**src/rtl/mem_port_arbiter_if.sv**
```systemverilog
// Bundle of fetch, load/store and memory-side signals shared by the
// memory port arbiter and whatever drives it.
interface mem_port_arbiter_if #(
  parameter int AW = 12,
  parameter int DW = 8
);
  logic          if_req;
  logic [AW-1:0] if_addr;
  logic          if_gnt;
  logic          if_valid;
  logic [DW-1:0] if_rdata;

  logic          d_req;
  logic          d_we;
  logic [AW-1:0] d_addr;
  logic [DW-1:0] d_wdata;
  logic          d_gnt;
  logic          d_valid;
  logic [DW-1:0] d_rdata;

  logic          m_en;
  logic          m_we;
  logic [AW-1:0] m_addr;
  logic [DW-1:0] m_wdata;
  logic [DW-1:0] m_rdata;

  modport slave (
    input  if_req, if_addr, d_req, d_we, d_addr, d_wdata, m_rdata,
    output if_gnt, if_valid, if_rdata, d_gnt, d_valid, d_rdata,
    output m_en, m_we, m_addr, m_wdata
  );

  modport master (
    output if_req, if_addr, d_req, d_we, d_addr, d_wdata, m_rdata,
    input  if_gnt, if_valid, if_rdata, d_gnt, d_valid, d_rdata,
    input  m_en, m_we, m_addr, m_wdata
  );
endinterface

```
**src/rtl/mem_port_arbiter.sv**
```systemverilog
// Arbitrates the single-port memory between fetch and load/store, with data
// priority bounded by a starvation counter, and returns one valid per access.
module mem_port_arbiter #(
  parameter int AW           = 12,
  parameter int DW           = 8,
  parameter int MEM_LAT      = 2,
  parameter int STARVE_LIMIT = 4
) (
  input  logic              clk,
  input  logic              rst,
  mem_port_arbiter_if.slave bus
);

  typedef enum logic {IDLE, BUSY} state_t;

  state_t        state_q,      state_d;
  logic [2:0]    lat_cnt_q,    lat_cnt_d;
  logic [3:0]    starve_cnt_q, starve_cnt_d;
  logic          own_data_q,   own_data_d;
  logic          own_store_q,  own_store_d;
  logic          if_valid_q,   if_valid_d;
  logic          d_valid_q,    d_valid_d;
  logic [DW-1:0] if_rdata_q,   if_rdata_d;
  logic [DW-1:0] d_rdata_q,    d_rdata_d;

  logic          if_gnt;
  logic          d_gnt;
  logic          data_wins;
  logic          m_en;
  logic          m_we;
  logic [AW-1:0] m_addr;
  logic [DW-1:0] m_wdata;

  always_comb begin
    state_d      = state_q;
    lat_cnt_d    = lat_cnt_q;
    starve_cnt_d = starve_cnt_q;
    own_data_d   = own_data_q;
    own_store_d  = own_store_q;
    if_valid_d   = 1'b0;
    d_valid_d    = 1'b0;
    if_rdata_d   = if_rdata_q;
    d_rdata_d    = d_rdata_q;
    if_gnt       = 1'b0;
    d_gnt        = 1'b0;
    data_wins    = 1'b0;
    m_en         = 1'b0;
    m_we         = 1'b0;
    m_addr       = '0;
    m_wdata      = '0;

    case (state_q)
      IDLE: begin
        // Gating with rst keeps grants and memory strobes quiet while reset is held.
        if (rst) begin
          data_wins = bus.d_req && (!bus.if_req || (starve_cnt_q < 4'(STARVE_LIMIT)));
          if (data_wins) begin
            d_gnt       = 1'b1;
            m_en        = 1'b1;
            m_we        = bus.d_we;
            m_addr      = bus.d_addr;
            m_wdata     = bus.d_wdata;
            own_data_d  = 1'b1;
            own_store_d = bus.d_we;
            state_d     = BUSY;
            lat_cnt_d   = 3'(MEM_LAT);
            if (bus.if_req) starve_cnt_d = starve_cnt_q + 4'd1;
          end else if (bus.if_req) begin
            if_gnt       = 1'b1;
            m_en         = 1'b1;
            m_addr       = bus.if_addr;
            own_data_d   = 1'b0;
            own_store_d  = 1'b0;
            state_d      = BUSY;
            lat_cnt_d    = 3'(MEM_LAT);
            starve_cnt_d = 4'd0;
          end
        end
      end
      BUSY: begin
        lat_cnt_d = lat_cnt_q - 3'd1;
        if (lat_cnt_q == 3'd1) begin
          state_d = IDLE;
          if (own_data_q) begin
            d_valid_d = 1'b1;
            if (!own_store_q) d_rdata_d = bus.m_rdata;
          end else begin
            if_valid_d = 1'b1;
            if_rdata_d = bus.m_rdata;
          end
        end
      end
      default: state_d = IDLE;
    endcase
  end

  always_ff @(posedge clk or negedge rst) begin
    if (!rst) begin
      state_q      <= IDLE;
      lat_cnt_q    <= 3'd0;
      starve_cnt_q <= 4'd0;
      own_data_q   <= 1'b0;
      own_store_q  <= 1'b0;
      if_valid_q   <= 1'b0;
      d_valid_q    <= 1'b0;
      if_rdata_q   <= '0;
      d_rdata_q    <= '0;
    end else begin
      state_q      <= state_d;
      lat_cnt_q    <= lat_cnt_d;
      starve_cnt_q <= starve_cnt_d;
      own_data_q   <= own_data_d;
      own_store_q  <= own_store_d;
      if_valid_q   <= if_valid_d;
      d_valid_q    <= d_valid_d;
      if_rdata_q   <= if_rdata_d;
      d_rdata_q    <= d_rdata_d;
    end
  end

  assign bus.if_gnt   = if_gnt;
  assign bus.d_gnt    = d_gnt;
  assign bus.if_valid = if_valid_q;
  assign bus.d_valid  = d_valid_q;
  assign bus.if_rdata = if_rdata_q;
  assign bus.d_rdata  = d_rdata_q;
  assign bus.m_en     = m_en;
  assign bus.m_we     = m_we;
  assign bus.m_addr   = m_addr;
  assign bus.m_wdata  = m_wdata;

endmodule

```
**src/flat_wrapper.sv**
```systemverilog
// flat-port wrapper written by rule: the top's interface ports become plain ports
module mem_port_arbiter_flat 
#(
  parameter int AW           = 12,
  parameter int DW           = 8,
  parameter int MEM_LAT      = 2,
  parameter int STARVE_LIMIT = 4
)
  (clk, rst, bus_if_req, bus_if_addr, bus_d_req, bus_d_we, bus_d_addr, bus_d_wdata, bus_m_rdata, bus_if_gnt, bus_if_valid, bus_if_rdata, bus_d_gnt, bus_d_valid, bus_d_rdata, bus_m_en, bus_m_we, bus_m_addr, bus_m_wdata);
  mem_port_arbiter_if #(.AW(AW), .DW(DW)) bus_i ();
  input  logic clk;
  input  logic rst;
  input wire logic [$bits(bus_i.if_req)-1:0] bus_if_req;
  input wire logic [$bits(bus_i.if_addr)-1:0] bus_if_addr;
  input wire logic [$bits(bus_i.d_req)-1:0] bus_d_req;
  input wire logic [$bits(bus_i.d_we)-1:0] bus_d_we;
  input wire logic [$bits(bus_i.d_addr)-1:0] bus_d_addr;
  input wire logic [$bits(bus_i.d_wdata)-1:0] bus_d_wdata;
  input wire logic [$bits(bus_i.m_rdata)-1:0] bus_m_rdata;
  output wire logic [$bits(bus_i.if_gnt)-1:0] bus_if_gnt;
  output wire logic [$bits(bus_i.if_valid)-1:0] bus_if_valid;
  output wire logic [$bits(bus_i.if_rdata)-1:0] bus_if_rdata;
  output wire logic [$bits(bus_i.d_gnt)-1:0] bus_d_gnt;
  output wire logic [$bits(bus_i.d_valid)-1:0] bus_d_valid;
  output wire logic [$bits(bus_i.d_rdata)-1:0] bus_d_rdata;
  output wire logic [$bits(bus_i.m_en)-1:0] bus_m_en;
  output wire logic [$bits(bus_i.m_we)-1:0] bus_m_we;
  output wire logic [$bits(bus_i.m_addr)-1:0] bus_m_addr;
  output wire logic [$bits(bus_i.m_wdata)-1:0] bus_m_wdata;
  assign bus_i.if_req = bus_if_req;
  assign bus_i.if_addr = bus_if_addr;
  assign bus_i.d_req = bus_d_req;
  assign bus_i.d_we = bus_d_we;
  assign bus_i.d_addr = bus_d_addr;
  assign bus_i.d_wdata = bus_d_wdata;
  assign bus_i.m_rdata = bus_m_rdata;
  assign bus_if_gnt = bus_i.if_gnt;
  assign bus_if_valid = bus_i.if_valid;
  assign bus_if_rdata = bus_i.if_rdata;
  assign bus_d_gnt = bus_i.d_gnt;
  assign bus_d_valid = bus_i.d_valid;
  assign bus_d_rdata = bus_i.d_rdata;
  assign bus_m_en = bus_i.m_en;
  assign bus_m_we = bus_i.m_we;
  assign bus_m_addr = bus_i.m_addr;
  assign bus_m_wdata = bus_i.m_wdata;
  mem_port_arbiter #(.AW(AW), .DW(DW), .MEM_LAT(MEM_LAT), .STARVE_LIMIT(STARVE_LIMIT)) u_core (.clk(clk), .rst(rst), .bus(bus_i));
endmodule
```
**config.mk**
```make
export PLATFORM = sky130hd
export DESIGN_NAME = mem_port_arbiter_flat
export DESIGN_NICKNAME = d
export VERILOG_FILES = /design/src/rtl/mem_port_arbiter_if.sv /design/src/rtl/mem_port_arbiter.sv /design/src/flat_wrapper.sv
export SDC_FILE = /design/constraint.sdc
export NUM_CORES = 1
export LEC_CHECK = 0
export CORE_MARGIN = 10
export CORE_UTILIZATION = 40
export CTS_CLUSTER_DIAMETER = 60
export DETAILED_ROUTE_END_ITERATION = 6
export PLACE_DENSITY = 0.86
export SYNTH_ARGS = -nofsm -noshare
export SYNTH_HDL_FRONTEND = slang
export SYNTH_SLANG_ARGS = --single-unit
```
**constraint.sdc**
```tcl
create_clock -name clk -period 2.38 [get_ports clk]
set_input_delay 0.714 -clock clk [delete_from_list [all_inputs] [get_ports clk]]
set_output_delay 0.714 -clock clk [all_outputs]
set_load 0.05 [all_outputs]
```
==> flow_summary.yaml, run 1 <==
outcome:
  outcome: "finished with violations"
  failed_checks: "setup timing"
sta:
  actual_slew_at_the_worst_max_slew_pin_ps: 569.3
  fin_skew_ps: 2.205
  fin_setup_tns_ps: -375.2
  worst_hold_slack_ps: 329.6
  final_hold_viol_count: 0
  post-route-min-period_ps: 2441
  maxSlewHeadroom: 0.6205
  final_setup_vio_count: 13
  maxSlewViolCount: 0
  max_clock_freq_mhz: 409.6
  grt_setup_unrepaired: "true"
  fin_ws_ps: -61.38
  fin_crit_sh: 1.026
hold_path:
  hp-class: "input port to async pin"
final_layout:
  syn2layout_area_growth_pct: 115.1
  fraction_of_layout_instances_using_a_drive_strength_above_1: 0.5111
  nNetsFinal: 274
  antenna_diode_count: 0
  stdcell_area_um2: 3162
  layout.cells.non_filler: 271
  fillers: 105
route:
  detail_route.vias_per_cell: 5.561
  dr.first_iter.drc_count: 145
  route.antenna.remaining_nets: 0
  wl_um: 7528
  total_iterations_of_the_first_detailed_routing_run: 4
  drc: 0
  average_wire_per_cell_in_the_routed_design_um: 27.78
  routed_via_count: 1507
clocking:
  clk_root_buffer_cell: "clkbuf_8"
  clock_pin_slew_worst_setup_and_hold_paths_ps: 90
  cts_max_level: 1
  clock-sinks: 28
  cts_made_buffers: 3
  worstSkewPairLatency_ps: 270
  cts_tree: "yes"
  cts-root-to-sink-buffers: 2
placement:
  hpwl_um: 4228
  final_weighted_congestion_in_routability_driven_placement: 0.7506
  port_buffers: 86
  placedCellCount: 258
  dpl-instance-area_um2: 2713
die:
  die_area_um2: 6500
  die_width_um: 80.63
  i_o_pin_total: 87
  placementRows: 21
  core_area_um2: 3442
  initial_core_util: 0.4271
  die_height_um: 80.63
synth:
  synth_seq_area_share: 0.4766
  seq_cells_post_synth: 28
  yosys.area.top_type_share: 0.4766
  average_cell_area_after_synthesis_um2: 12.05
  synth_nets: 170
  yosys.cell_types.count: 32
  flip_flop_cell_with_the_highest_count_after_synthesis: "dfrtp_1"
  synth_top_area_cell: "dfrtp_1"
  netlist_area_um2: 1470
  synthesis.instances: 122
  synthTopCellsByArea: "dfrtp_1 (48%), mux2_4 (16%), a2bb2oi_1 (7.1%)"
  count_of_flip_flops_with_a_built_in_enable_after_synthesis: 0
  postSynth.asyncResetShare: 1.000
  synth_warnings: 0
grt:
  global_route_wire_length_before_repair_um: 10270
  gr-max-usage-layer: "met2"
  first_global_vias: 1694
  grt.met3_usage: 0.1325
  overflow: 0
  grt_max_degree: 24
  antenna_violations_before_repair: 0
  gr-usage-all-layers: 0.2126
  globalRouteMet2Util: 0.3479
  global_route.usage.met1: 0.2173
power_and_ir_drop:
  pwr_density_cell_nw_per_um2: 1043
  leakage_nw: 1.332
  worst_voltage_drop_across_the_vdd_grid_v: 0.0004781
  total_power_w: 0.003299
worst_setup_path:
  worst_ep_required_time_ps: 1670
  critical_path_class: "input port to primary output"
  worstPathArrival_ps: 1730
  crit_path_max_fanout: 12
  endpoint_kind: "primary output"
  reg2reg_from: "u_core.lat_cnt_q[1]"
  reg2reg_path_depth: 5
  r2r_setup_slack_ps: 490
  critical_path_start: "bus_if_req"
  timing.critical_path.from_type: "input port"
run:
  max-cap-violations: 0
## metrics by stage
| stage | utilization | worst slack [ps] |
|---|---|---|
| after floorplan | - | -309.3 |
| after global placement | 0.7881 | -475.8 |
| after detailed placement | 0.7881 | -568.5 |
| after CTS | 0.9015 | -17.68 |
| after global routing | 0.9186 | -78.44 |
| final | 0.9186 | -61.38 |
## routing by layer
metal  routed length [µm]  part of all wire  vias up
met2                 3445              0.46      137
met3                 1361              0.18       12
met5                    0                 0        -
met4                  135             0.018        0
li1                     -                 -      632
met1                 2586              0.34      726
## logic make-up after synthesis
group,synth area share
AO/OA/AOI/OAI,0.1217
XOR/XNOR,0.005959
adder cells (fa/ha/maj),0.02553
buffers and inverters,0.05616
flip-flops,0.4766
multiplexers,0.1779
AND/OR/NAND/NOR,0.1362
## area by class of cell
class | instances | area (µm²) | share of cell area
flip-flops and latches | 28 | 703.2 | 0.2224
inverters | 5 | 23.77 | 0.007519
clock buffers | 4 | 55.05 | 0.01741
repair buffers | 107 | 1340 | 0.4238
well taps | 46 | 57.56 | 0.01820
multi-input cells | 81 | 982.2 | 0.3106
## timing repair
item / 4_1_cts / 5_1_grt
setup buffers: 3 / 4
setup endpoints to repair: 24 / 23
gates resized for setup: 53 / 14
hold endpoints to repair: 0 / 0
gates cloned: 2 / 0
pin swaps: 9 / 10
hold buffers: 0 / 0
## report_power, final
part / total (W) / switching, W / internal [W]
clock network: 0.000294 / 0.000146 / 0.000148
registers: 0.000856 / 0.000162 / 0.000694
logic: 0.00215 / 0.00117 / 0.000974
total: 0.00330 / 0.00148 / 0.00182
## state kept, by name, indices dropped and copies added, names as in the netlist
register,count
u_core.bus.d_rdata,8
u_core.state_q,1
u_core.bus.if_rdata,8
u_core.own_data_q,1
u_core.lat_cnt_q,3
u_core.bus.if_valid,1
u_core.own_store_q,1
u_core.starve_cnt_q,4
u_core.bus.d_valid,1
## synthesized netlist by cell type (2+ instances only)
master,number
a2bb2oi_1,12
and3b_1,2
nor2_1,2
buf_4,3
a21oi_1,3
nand2_1,15
dfrtp_1,28
buf_2,3
and2_1,10
mux2_4,16
inv_1,5
ha_1,3
## worst max-delay path, cell delays in order
cell and delay [ps]:
buf_4 110, o21ai_4 80, buf_4 140, nand2_2 100
buf_12 200, a2bb2oi_4 200, buf_12 160
## path summary, 6_finish.rpt
kind                                           to
max                                 bus_m_addr[3]
min                        u_core.starve_cnt_q[3]
max reg2reg                u_core.bus.if_rdata[6]
min reg2reg                u_core.starve_cnt_q[0]
max in group asynchronous          u_core.state_q
min in group clk           u_core.starve_cnt_q[0]
## cell usage in the layout, fill, tap and decap left out, drive strengths merged
cell	instances
nor2b	2
nor2	2
o2bb2ai	1
ha	3
dfrtp	28
mux2	17
clkdlybuf4s15	1
and2b	1
clkbuf	4
nand2	15
a21boi	1
mux2i	1
nand3	2
and3b	2
inv	5
buf	47
and2	10
o22ai	1
and3	1
and4	1
a21oi	3
xor2	1
clkdlybuf4s50	59
a22oi	1
o21ai	3
a22o	1
a2bb2oi	12
Power figures use the tool's default switching activity.
==> inputs of run 2 (changes only) <==
Settings changed: CORE_ASPECT_RATIO from default to 1.4, PLACE_DENSITY 0.86 to 0.95.
==> flow_summary.yaml, run 2 (synthesized netlist as in run 1, its figures left out) <==
worst_setup_path:
  crit_path_frequent_cell: "buf_12"
  r2r_end: "u_core.bus.if_rdata[7]"
  crit_path_top_delay_cell: "buf_12"
  r2r_setup_slack_ps: 460
  worstPathArrival_ps: 1670
  reg2reg_path_depth: 5
  worst_ep_required_time_ps: 1670
  timing.critical_path.from_type: "input port"
  endpoint_kind: "primary output"
  worstPathCellList: "buf_8, and2b_2, nand3_4, buf_12, a2bb2oi_4, buf_12"
  critical_path_class: "input port to primary output"
  crit_path_max_fanout: 6
  crit_path_max_cell_delay_ps: 210
  reg2reg_from: "u_core.lat_cnt_q[1]"
grt:
  antenna_violations_before_repair: 0
  overflow: 0
  first_global_vias: 1718
  grt_max_degree: 25
  gr-usage-all-layers: 0.1797
  global_route_wire_length_before_repair_um: 9425
die:
  placementRows: 26
  die_width_um: 71.24
  die_height_um: 91.73
  core_area_um2: 3611
  initial_core_util: 0.4071
  i_o_pin_total: 87
  die_area_um2: 6534
sta:
  max_clock_freq_mhz: 419.5
  fin_crit_sh: 1.002
  actual_slew_at_the_worst_max_slew_pin_ps: 607.9
  final_setup_vio_count: 1
  grt_setup_unrepaired: "true"
  maxSlewHeadroom: 0.5947
  final_hold_viol_count: 0
  maxSlewViolCount: 0
  post-route-min-period_ps: 2384
  fin_skew_ps: 8.232
  fin_ws_ps: -3.830
  worst_hold_slack_ps: 313.8
placement:
  hpwl_um: 3873
  port_buffers: 86
  final_weighted_congestion_in_routability_driven_placement: 0.7708
route:
  drc: 0
  detail_route.vias_per_cell: 5.233
  wl_um: 5950
  average_wire_per_cell_in_the_routed_design_um: 22.37
  total_iterations_of_the_first_detailed_routing_run: 4
  route.antenna.remaining_nets: 0
  routed_via_count: 1392
  dr.first_iter.drc_count: 56
final_layout:
  final_common_cell: "clkdlybuf4s50_1"
  nNetsFinal: 273
  layout.cells.most_common_list: "clkdlybuf4s50_1 (59), dfrtp_1 (28), buf_12 (26), mux2_4 (16), buf_4 (16)"
  fraction_of_layout_instances_using_a_drive_strength_above_1: 0.4464
  antenna_diode_count: 0
  syn2layout_area_growth_pct: 111.2
clocking:
  clock_pin_slew_worst_setup_and_hold_paths_ps: 90
  cts-root-to-sink-buffers: 2
  cts_tree: "yes"
  clk_root_buffer_cell: "clkbuf_8"
  worstSkewPairLatency_ps: 270
  cts_max_level: 1
  cts_made_buffers: 3
  clock-sinks: 28
run:
  max-cap-violations: 0
outcome:
  failed_checks: "setup timing"
  outcome: "finished with violations"
power_and_ir_drop:
  pwr_density_cell_nw_per_um2: 1033
  total_power_w: 0.003207
  worst_voltage_drop_across_the_vdd_grid_v: 0.0008530
  leakage_nw: 1.303
hold_path:
  hp-class: "input port to async pin"
## run 2: cell type report
class | count | area, µm²
repair buffers | 106 | 1318
well taps | 42 | 52.55
inverters | 5 | 23.77
flip-flops and latches | 28 | 700.7
clock buffers | 4 | 55.05
multi-input cells | 81 | 955.9
fillers | 174 | 505.5
## run 2: timing repair
| item | in CTS | in global routing |
|---|---|---|
| endpoints found under the setup margin | 24 | 22 |
| gates resized for setup | 51 | 8 |
| pin swaps | 5 | 11 |
| setup buffers | 4 | 0 |
| gates cloned | 2 | 0 |
| hold buffers | 0 | 0 |
## run 2: how the worst max path moves through the flow
stage,startpoint,end,slack [ps],cells past startpoint
finish,rst,bus_m_addr[1],-4,6
global route,u_core.starve_cnt_q[3],bus_m_addr[1],-40,5
CTS,rst,bus_m_addr[1],0.05,6
detailed placement,rst,bus_m_addr[1],-560,6
global placement,rst,bus_m_addr[2],-460,6
floorplan,rst,bus_m_addr[10],-310,5
## run 2: critical path: cells and delay by family
family                 cells  cell delay [ps]
AO/OA/AOI/OAI              1              160
buffers and inverters      3              450
AND/OR/NAND/NOR            2              340
## run 2: power by group
part | switching (W) | leakage (nW) | internal [W]
clock network | 0.000136 | 0.0288 | 0.000148
registers | 0.000141 | 0.346 | 0.000692
logic | 0.00113 | 0.928 | 0.000961
## run 2: layer usage
metal | part of all wire | GRT usage | up-vias
met1 | 0.36 | 0.1835 | 669
met4 | 0.027 | 0.06958 | 0
li1 | - | - | 628
met2 | 0.50 | 0.3046 | 82
met5 | 0 | 0 | -
met3 | 0.11 | 0.08846 | 13
## run 2: per-stage QoR
step	cell area, µm²	setup TNS (ps)	std cells	worst slack (ps)	utilization
floorplan	1490	-3254	122	-309.3	-
global placement	2718	-9728	257	-462.5	0.7526
detailed placement	2718	-11140	257	-563.9	0.7526
CTS	3088	0	266	0.05251	0.8552
global route	3105	-229.2	266	-37.69	0.8600
finish	3105	-3.830	266	-3.830	0.8600
==> inputs of run 3 (changes only) <==
Settings changed: CORE_MARGIN 10 to 1.
==> flow_summary.yaml, run 3 (synthesized netlist as in run 1, its figures left out) <==
outcome:
  outcome: "finished with violations"
  failed_checks: "setup timing"
route:
  detail_route.vias_per_cell: 5.534
  route.antenna.remaining_nets: 0
  routed_via_count: 1472
  drc: 0
  wl_um: 6109
  average_wire_per_cell_in_the_routed_design_um: 22.97
  dr.first_iter.drc_count: 33
  total_iterations_of_the_first_detailed_routing_run: 4
grt:
  antenna_violations_before_repair: 0
  gr-usage-all-layers: 0.2980
  overflow: 0
  grt_max_degree: 25
  global_route_wire_length_before_repair_um: 8176
  first_global_vias: 1598
power_and_ir_drop:
  leakage_nw: 1.318
  pwr_density_cell_nw_per_um2: 1023
  total_power_w: 0.003173
  worst_voltage_drop_across_the_vdd_grid_v: 0.0008980
sta:
  max_clock_freq_mhz: 418.1
  final_setup_vio_count: 1
  post-route-min-period_ps: 2392
  actual_slew_at_the_worst_max_slew_pin_ps: 610.7
  maxSlewHeadroom: 0.5929
  maxSlewViolCount: 0
  final_hold_viol_count: 0
  fin_setup_tns_ps: -11.76
  fin_skew_ps: 4.068
  fin_ws_ps: -11.76
  grt_setup_unrepaired: "true"
  fin_crit_sh: 1.005
final_layout:
  postLayoutCoreUtil: 0.9011
  layout.cells.most_common_list: "clkdlybuf4s50_1 (59), dfrtp_1 (27), buf_12 (26), buf_4 (17), mux2_4 (16)"
  layout.cells.non_filler: 266
  fillers: 139
  fraction_of_layout_instances_using_a_drive_strength_above_1: 0.4779
  antenna_diode_count: 0
  syn2layout_area_growth_pct: 110.9
  nNetsFinal: 276
  final_common_cell: "clkdlybuf4s50_1"
hold_path:
  hp-class: "input port to async pin"
clocking:
  worstSkewPairLatency_ps: 260
  cts_max_level: 1
  cts_tree: "yes"
  clock_pin_slew_worst_setup_and_hold_paths_ps: 90
  clock-sinks: 28
  clk_root_buffer_cell: "clkbuf_8"
  cts-root-to-sink-buffers: 2
  cts_made_buffers: 3
die:
  i_o_pin_total: 87
  die_area_um2: 3925
  core_area_um2: 3441
  die_width_um: 53.24
  placementRows: 25
  die_height_um: 73.73
  initial_core_util: 0.4273
worst_setup_path:
  timing.critical_path.from_type: "input port"
  crit_path_max_cell_delay_ps: 200
  r2r_setup_slack_ps: 480
  worstPathCellList: "buf_8, and2b_2, nand3_4, buf_16, a2bb2oi_4, buf_12"
  endpoint_kind: "primary output"
  reg2reg_from: "u_core.lat_cnt_q[1]"
  crit_path_max_fanout: 6
  path_delay_family: "buffers and inverters"
  worstPathArrival_ps: 1680
  reg2reg_path_depth: 5
  worst_ep_required_time_ps: 1670
  r2r_end: "u_core.bus.if_rdata[0]"
  crit_path_top_delay_cell: "buf_16"
  critPathBufInv: 3
  critical_path_class: "input port to primary output"
placement:
  hpwl_um: 3288
  port_buffers: 86
  pre_cts_slack_ps: -561.3
  final_weighted_congestion_in_routability_driven_placement: 0.7592
  placedCellCount: 256
run:
  max-cap-violations: 0
run 3: per-stage QoR:
stage | hold slack, ps | instance area, µm²
after global placement | 474.3 | 2723
final | 420.1 | 3100
after CTS | 359.8 | 3010
after floorplan | 418.4 | 1490
after global routing | 419.9 | 3100
after detailed placement | 495.8 | 2723
run 3: repair_timing:
| action | in CTS | in global routing |
|---|---|---|
| hold buffers | 0 | 0 |
| gates cloned | 1 | 1 |
| buffers inserted | 4 | 2 |
| gates resized for setup | 42 | 22 |
| setup endpoints to repair | 24 | 23 |
| hold endpoints to repair | 0 | 0 |
| pin swaps | 3 | 10 |
run 3: routing by layer:
layer | vias up | share of wire | global-route usage
li1 | 637 | - | -
met4 | 0 | 0.044 | 0.1228
met5 | - | 0 | 0
met1 | 724 | 0.35 | 0.3294
met3 | 17 | 0.054 | 0.04348
met2 | 94 | 0.55 | 0.5458
run 3: power by group:
part	internal [W]	switching [W]
Sequential	0.000693	0.000151
Combinational	0.000953	0.00113
Clock	0.000113	0.000133
run 3: how the worst max path moves through the flow:
stage / start / to / slack [ps] / depth (start not counted)
2_1_floorplan: rst / bus_m_addr[10] / -310 / 5
3_3_place_gp: rst / bus_m_addr[8] / -470 / 6
3_5_place_dp: rst / bus_m_addr[4] / -560 / 6
4_1_cts: rst / bus_m_addr[11] / 10 / 6
5_1_grt: bus_if_req / bus_m_addr[3] / -50 / 6
6_report: rst / bus_m_addr[4] / -10 / 6
run 3: final cells by class:
type / count / area (µm²) / share of cell area
clock buffer: 3 / 41.29 / 0.01332
inverter: 5 / 21.27 / 0.006860
multi-input combinational: 81 / 954.7 / 0.3079
sequential: 28 / 701.9 / 0.2264
tap: 40 / 50.05 / 0.01614
timing repair buffer: 109 / 1331 / 0.4294
run 3: worst register-to-register path: stages, from the launching register on:
cell	delay, ps
dfrtp_1	390
inv_1	110
ha_1	150
nor2b_2	200
and3b_1	580
mux2_4	360
